===== config.mk =====
export PLATFORM = sky130hd
export DESIGN_NAME = load_store_unit
export DESIGN_NICKNAME = d
export VERILOG_FILES = /design/src/rtl/load_store_unit.sv
export SDC_FILE = /design/constraint.sdc
export NUM_CORES = 1
export LEC_CHECK = 0
export BUFFER_PORTS_ARGS = -buffer_cell sky130_fd_sc_hd__buf_2
export CAP_MARGIN = 10
export CORE_UTILIZATION = 45
export CTS_BUF_LIST = sky130_fd_sc_hd__clkbuf_4 sky130_fd_sc_hd__clkbuf_8 sky130_fd_sc_hd__clkbuf_16
export CTS_CLUSTER_SIZE = 16
export DETAILED_ROUTE_END_ITERATION = 16
export HOLD_SLACK_MARGIN = 0.02
export PLACE_DENSITY = 0.8
export SLEW_MARGIN = 40
export SYNTH_ARGS = -nofsm -noshare
export SYNTH_HDL_FRONTEND = slang
export SYNTH_SLANG_ARGS = --single-unit

===== constraint.sdc =====
create_clock -name clk -period 1.9 [get_ports clk]
set_input_delay 0.19 -clock clk [delete_from_list [all_inputs] [get_ports clk]]
set_output_delay 0.19 -clock clk [all_outputs]
set_load 0.01 [all_outputs]

===== src/rtl/load_store_unit.sv =====
// rtl/load_store_unit.sv - single-outstanding load/store unit driving a req/gnt/rvalid data-memory port
// Optional response watchdog when LSU_TIMEOUT_EN is defined (limit TIMEOUT_CYCLES).
module load_store_unit #(
  parameter int DATA_WIDTH     = 32,
  parameter int ADDR_WIDTH     = 32,
  parameter int TIMEOUT_CYCLES = 256
) (
  input  logic                    clk,
  input  logic                    rst,
  input  logic                    i_valid,
  output logic                    o_ready,
  input  logic [ADDR_WIDTH-1:0]   i_addr,
  input  logic [DATA_WIDTH-1:0]   i_wdata,
  input  logic                    i_write,
  input  logic [1:0]              i_size,
  input  logic                    i_sign_ext,
  output logic                    o_valid,
  output logic [DATA_WIDTH-1:0]   o_rdata,
  output logic                    o_misaligned,
  output logic                    o_bus_error,
  output logic                    o_mem_req,
  input  logic                    i_mem_gnt,
  output logic [ADDR_WIDTH-1:0]   o_mem_addr,
  output logic                    o_mem_we,
  output logic [DATA_WIDTH/8-1:0] o_mem_be,
  output logic [DATA_WIDTH-1:0]   o_mem_wdata,
  input  logic                    i_mem_rvalid,
  input  logic [DATA_WIDTH-1:0]   i_mem_rdata
);
  localparam int BYTES = DATA_WIDTH / 8;
  localparam int OFFS  = $clog2(BYTES);

  typedef enum logic [1:0] {S_IDLE, S_REQ, S_WAIT, S_RESP} state_t;
  state_t state, state_nxt;

  logic [OFFS-1:0]       off_q;
  logic [1:0]            size_q;
  logic                  sign_q;
  logic                  write_q;
  logic [OFFS-1:0]       in_off;
  logic                  misaligned;
  logic                  accept;
  logic                  timeout;
  logic [7:0]            be_wide;
  logic [BYTES-1:0]      be_base;
  logic [DATA_WIDTH-1:0] lane, keep, ext;
  logic                  sbit;

  assign in_off  = i_addr[OFFS-1:0];
  assign accept  = i_valid && (state == S_IDLE);
  assign be_base = be_wide[BYTES-1:0];
  assign lane    = i_mem_rdata >> {off_q, 3'b000};

  always_comb begin
    misaligned = 1'b0;
    be_wide    = 8'h00;
    case (i_size)
      2'd0: be_wide = 8'h01;
      2'd1: begin be_wide = 8'h03; misaligned = i_addr[0];    end
      2'd2: begin be_wide = 8'h0F; misaligned = |i_addr[1:0]; end
      default: begin
        be_wide    = 8'hFF;
        misaligned = (DATA_WIDTH == 32) || (|i_addr[2:0]);
      end
    endcase
  end

  // Extension by masking: bits above the kept width become copies of the sign bit or zero.
  always_comb begin
    keep = '1;
    sbit = lane[DATA_WIDTH-1];
    case (size_q)
      2'd0: begin keep = ~({DATA_WIDTH{1'b1}} << 8);  sbit = lane[7];  end
      2'd1: begin keep = ~({DATA_WIDTH{1'b1}} << 16); sbit = lane[15]; end
      2'd2: begin keep = ~({DATA_WIDTH{1'b1}} << 32); sbit = lane[31]; end
      default: begin keep = '1; sbit = lane[DATA_WIDTH-1]; end
    endcase
    ext = (lane & keep) | ((sign_q && sbit) ? ~keep : '0);
  end

  always_comb begin
    state_nxt = state;
    o_ready   = 1'b0;
    o_valid   = 1'b0;
    o_mem_req = 1'b0;
    case (state)
      S_IDLE: begin
        o_ready = 1'b1;
        if (i_valid) state_nxt = misaligned ? S_RESP : S_REQ;
      end
      S_REQ: begin
        o_mem_req = 1'b1;
        if (i_mem_gnt) state_nxt = S_WAIT;
      end
      S_WAIT: if (i_mem_rvalid || timeout) state_nxt = S_RESP;
      S_RESP: begin
        o_valid   = 1'b1;
        state_nxt = S_IDLE;
      end
      default: state_nxt = S_IDLE;
    endcase
  end

  always_ff @(posedge clk) begin
    if (rst) state <= S_IDLE;
    else     state <= state_nxt;
  end

  always_ff @(posedge clk) begin
    if (rst) begin
      off_q        <= '0;
      size_q       <= '0;
      sign_q       <= 1'b0;
      write_q      <= 1'b0;
      o_mem_addr   <= '0;
      o_mem_we     <= 1'b0;
      o_mem_be     <= '0;
      o_mem_wdata  <= '0;
      o_misaligned <= 1'b0;
      o_rdata      <= '0;
    end else if (accept) begin
      off_q        <= in_off;
      size_q       <= i_size;
      sign_q       <= i_sign_ext;
      write_q      <= i_write;
      o_mem_addr   <= {i_addr[ADDR_WIDTH-1:OFFS], {OFFS{1'b0}}};
      o_mem_we     <= i_write;
      o_mem_be     <= be_base << in_off;
      o_mem_wdata  <= i_wdata << {in_off, 3'b000};
      o_misaligned <= misaligned;
      o_rdata      <= '0;
    end else if (state == S_WAIT && i_mem_rvalid) begin
      o_rdata <= write_q ? '0 : ext;
    end
  end

`ifdef LSU_TIMEOUT_EN
  localparam int CW = $clog2(TIMEOUT_CYCLES + 1);
  localparam logic [CW-1:0] TLIM = CW'(TIMEOUT_CYCLES - 1);
  logic [CW-1:0] tcnt;
  logic          bus_err_q;

  assign timeout     = (state == S_WAIT) && !i_mem_rvalid && (tcnt == TLIM);
  assign o_bus_error = bus_err_q;

  // Counter idles at zero outside WAIT, so it is cleared on every entry.
  always_ff @(posedge clk) begin
    if (rst || state != S_WAIT) tcnt <= '0;
    else                        tcnt <= tcnt + 1'b1;
  end

  always_ff @(posedge clk) begin
    if (rst || accept) bus_err_q <= 1'b0;
    else if (timeout)  bus_err_q <= 1'b1;
  end
`else
  assign timeout     = 1'b0;
  assign o_bus_error = 1'b0;
`endif

endmodule


Word-level counts from Yosys, hierarchy flattened
Cells that the tools add are included.
{ "op_classes": {"bitwise": 3, "muxes": 14, "shift": 3, "eq_ne": 9, "n_reduce_logical": 9} }
{ "ops": {"columns": ["op", "count"], "rows": [
  ["two-way mux 32 bit", 2],
  ["case mux 32 bit (2 select lines)", 1],
  ["bitwise AND 32 bit", 1],
  ["NOT 32 bit", 1],
  ["OR 32 bit", 1],
  ["<< shifter 32 x 5 -> 32 bit", 1],
  ["right shift 32 x 5 -> 32 bit", 1],
  ["case mux 4 bit (3 select lines)", 1],
  ["two-way mux 2 bit", 4],
  ["case mux 2 bit (4 select lines)", 1],
  ["equality test 2 x 1 -> 1 bit (second input constant)", 3],
  ["equality test 2 bit (second input constant)", 3],
  ["logical NOT 2 bit", 3],
  ["!= test 2 bit (second input constant)", 3],
  ["OR reduction 2 bit", 2],
  ["<< shifter 4 x 2 -> 4 bit", 1],
  ["logical AND 1 bit", 3],
  ["two-way mux 1 bit", 3],
  ["case mux 1 bit (3 select lines)", 1],
  ["AND reduction 3 bit", 1],
  ["case mux 1 bit (2 select lines)", 1]
]} }
{ "word_totals": {"output_inout_bits": 106, "register_bits": 107, "in_bits": 105, "word_cells": 48} }

Logic depth before layout (Yosys ltp)
{ "logic_depth": {"ltp_word": 6, "mapped_depth": 9} }

Worst setup path after synthesis
OpenSTA, ideal clock, no wires.
{ "synth_path": {"kind": "flip-flop to flip-flop", "from": "register state[0]", "to": "register o_rdata[30]", "period_less_slack_ns": 1.800, "n_path_buf": 2, "setup_ns": 0.059, "required_ns": 1.841, "path_stages_with_launch": 9, "arrival_time_ns": 1.741, "setup_slack_ns": 0.100, "cell_sequence": "dfxtp_1 > inv_1 > ha_1 > buf_2 > a21oi_2 > o311a_1 > nand4_2 > buf_4 > nand2_1"} }
{ "synth_via": {"elab_chain_len": 3, "word_cells_on_any_way": 5, "classes_between": "eq/ne: 1; reduce/logical: 4"} }
{ "synth_lines": {"columns": ["item", "line", "text"], "rows": [
  ["start, declared", "34", "state_t state, state_nxt;"],
  ["start signal, assigned", "106", "else state <= state_nxt;"],
  ["logical NOT 2 bit", "50", "assign accept = i_valid && (state == S_IDLE);"],
  ["logical AND 1 bit", "50", null],
  ["OR reduction 2 bit (no source line)", null, null],
  ["end signal, assigned", "133", "o_rdata <= write_q ? '0 : ext;"],
  ["end, declared", "18", "output logic [DATA_WIDTH-1:0] o_rdata,"]
]} }
Several ways; a longest one is shown, not always the timed one.
A chain may end at the register's enable or synchronous reset.

Worst setup path in the final report
{ "layout_path": {"from": "register state[0]", "to": "register o_rdata[15]"} }
Same word-level chain as after synthesis.

==> qor.yml <==
finish:
  multi_input_area_um2: 2400
  regArea_um2: 2140
  drive_above_1_share_pct: 35.6
  antenna_cells: 0
  fillers: 916
  final_util_pct: 60.2
  areaGrowthSynthToFinish_pct: 30.4
  layout.nets: 851
global_routing:
  antenna_found_initial: 0
  grt-ovfl-total: 0
  grt_start_max_net_pins: 56
  grt_pass1_wl_um: 21700
  grtUsageTotal_pct: 24.6
  grt_pass1_vias: 4515
placed_design:
  pre_cts_ws_ns: -0.109
  gp_congestion: 0.864
  place.port_buffers: 207
  dp_hpwl_um: 10100
clock_tree:
  numCtsBuffers: 9
  cts_tree: "done"
  htreeDepth: 3
  cts_sinks: 107
  cts_root_buffer: "clkbuf_8"
  cts_hold_buf: 0
  clk-insertion-delay-late_ns: 0.37
  cts_max_path_buffers: 2
  clkTransAtPathRegs_ns: 0.10
pwr:
  leakage_nw: 2.92
  ir_worst_vdd_v: 0.000573
  total_power_mw: 6.55
  power.density_nw_per_um2: 1060
logic_synthesis:
  synth_most_common_cell: "nand2_1"
  netlist_instances: 549
  synth_ff_type: "dfxtp_1"
  yosysTopAreaCell: "dfxtp_1"
  ys_seq_area_share_pct: 45.1
  avgSynthCellArea_um2: 8.64
  yosys-top-cells-area: "dfxtp_1, nand2_1, mux2i_1, a21oi_1, a22o_1"
  synth_edf_count: 0
  synthArstFlopShare_pct: 0
  synth.top_cell.area_share_pct: 45.1
  ys.warnings.count: 0
  ys_ff_latch: 107
  syn-cell-area_um2: 4740
  synth_commonest_cells: "nand2_1, dfxtp_1, a21oi_1"
  synth_cell_types: 45
route:
  dr.pass1.iters: 5
  drt_iter0_drc: 245
  totalWireLength_um: 13600
  drtAntennaViolNets: 0
  routed-via-count: 4763
  drc: 0
  wl_per_cell_um: 15.4
  via_per_inst: 5.39
timing:
  fin_setup_tns_ns: 0
  setup_viol: 0
  fmax_mhz: 559
  fin_crit_sh_pct: 94.1
  fin_ws_ns: 0.112
  fin_skew_ns: 0.00965
  finalMaxSlewViolations: 0
  max_slew_margin_pct: 50.1
  min_period_ns: 1.79
  hold_violations: 0
  tightest_slew_ns: 0.746
  hold_ws_ns: 0.0380
  grt_setup_unrepaired: "no"
die:
  die_area_um2: 11000
  io-pin-count: 211
  die_w_um: 105
  die_h_um: 105
  rows: 37
  core_um2: 10300
  initial_core_util_pct: 46.2
setup_path:
  critical_path_arrival_ns: 2.11
  crit_buf_inv: 2
  crit_family: "compound AO/OA/AOI/OAI gates"
  r2r_setup_slack_ns: 0.11
  worstPathCellList: "inv_1 -> ha_1 -> a21o_2 -> a311oi_4 -> buf_4 -> a22o_1"
  regToRegEndpoint: "o_rdata[15]"
  cpPeakStageDelay_ns: 0.40
  critical_path.startpoint_type: "flip-flop"
  r2r_cells: 6
  slowest_stage: "dfxtp_1"
  crit_path_max_fanout: 12
  cp.required_ns: 2.22
  timing.rr.start: "state[0]"
  critPathCaptureType: "flip-flop"
  startpoint: "state[0]"
  path_class: "reg -> reg"
worst_hold_path:
  holdPathEnd: "o_mem_addr[29]"
  hold_class: "in -> reg"
  min_path_cells: 3
  min_from: "i_addr[29]"
run:
  cap_violations: 0
outcome:
  status: "complete, no violations"
[state kept, by name (all words and copies together) (netlist names)]
register / flops
o_misaligned: 1
o_rdata: 32
o_mem_be: 4
sign_q: 1
off_q: 2
o_mem_addr: 30
state: 2
write_q: 1
size_q: 2
o_mem_wdata: 32
[routing by layer]
| layer | share of wire, % | GRT usage [%] | routed length [um] | up-vias |
|---|---|---|---|---|
| met3 | 7.6 | 5.93 | 1040 | 28 |
| met4 | 2.7 | 11.7 | 364 | 0 |
| met1 | 40 | 28.7 | 5520 | 2231 |
| met5 | 0 | 0 | 0 | - |
| li1 | - | - | - | 2305 |
| met2 | 49 | 42.5 | 6720 | 199 |
[worst max-delay path by stage]
stage | to | slack (ns) | depth (start not counted)
floorplan | o_rdata[30] | 0.10 | 8
global placement | o_rdata[25] | 0.04 | 6
detailed placement | o_rdata[29] | -0.11 | 6
CTS | o_rdata[12] | 0.03 | 5
global route | state[1] | 0.005 | 6
finish | o_rdata[15] | 0.11 | 6
[logic make-up (layout without fill, tap and decap cells)]
group                    Yosys count  in the layout  synth area share, %
buffers and inverters             50            246                 4.88
other                              1              3               0.0790
AO/OA/AOI/OAI                    156            156                 21.7
flip-flops                       107            107                 45.1
AND/OR/NAND/NOR                  188            188                 17.7
multiplexers                      43             43                 9.47
adder cells (fa/ha/maj)            4              4                 1.05
[worst min-delay path, stage by stage]
cell,delay (ns)
buf_2,0.09
nand2_1,0.04
a21oi_1,0.05
[stage by stage]
step,std cells,instance area [um2]
after global routing,883,6190
after CTS,880,6140
after floorplan,551,4750
after detailed placement,863,5900
after global placement,863,5900
final,883,6190
[power breakdown]
part           leakage [nW]  internal, mW  total [mW]  switching [mW]
Clock                 0.114         0.801        1.59           0.790
Combinational          1.93         0.889        2.19            1.30
Sequential            0.872          2.57        2.78           0.205
[layout by cell type, fill, tap and decap left out, types with 2 or more instances in the layout]
cell type and n:
a22o_1 16, nand2_1 115, o21ai_2 2, clkbuf_8 10
a21oi_1 61, a22oi_1 8, buf_2 207, mux2_2 8
a211oi_1 12, nor3_1 19, o21ai_0 23, buf_4 15
nor2_1 30, dfxtp_1 107, nand3b_1 3, conb_1 3
a211o_1 7, ha_1 3, bufinv_16 2, o211ai_1 10
inv_1 4, a32oi_1 7, nor2b_1 10, buf_12 4
mux2i_1 33
[area by class of cell]
type	instances	area share [%]
multi-input combinational	394	38.8
sequential	107	34.6
timing repair buffer	226	19.9
tap	136	2.75
clock buffer	11	2.35
clock inverter	5	1.37
inverter	4	0.243
[what timing repair did]
action                     CTS  global route
gates cloned                 0             0
setup endpoints to repair   16            24
pin swaps                    2             1
buffers inserted             1             3
resized for setup            1             3
No activity file was read; power rests on OpenSTA's default activity.
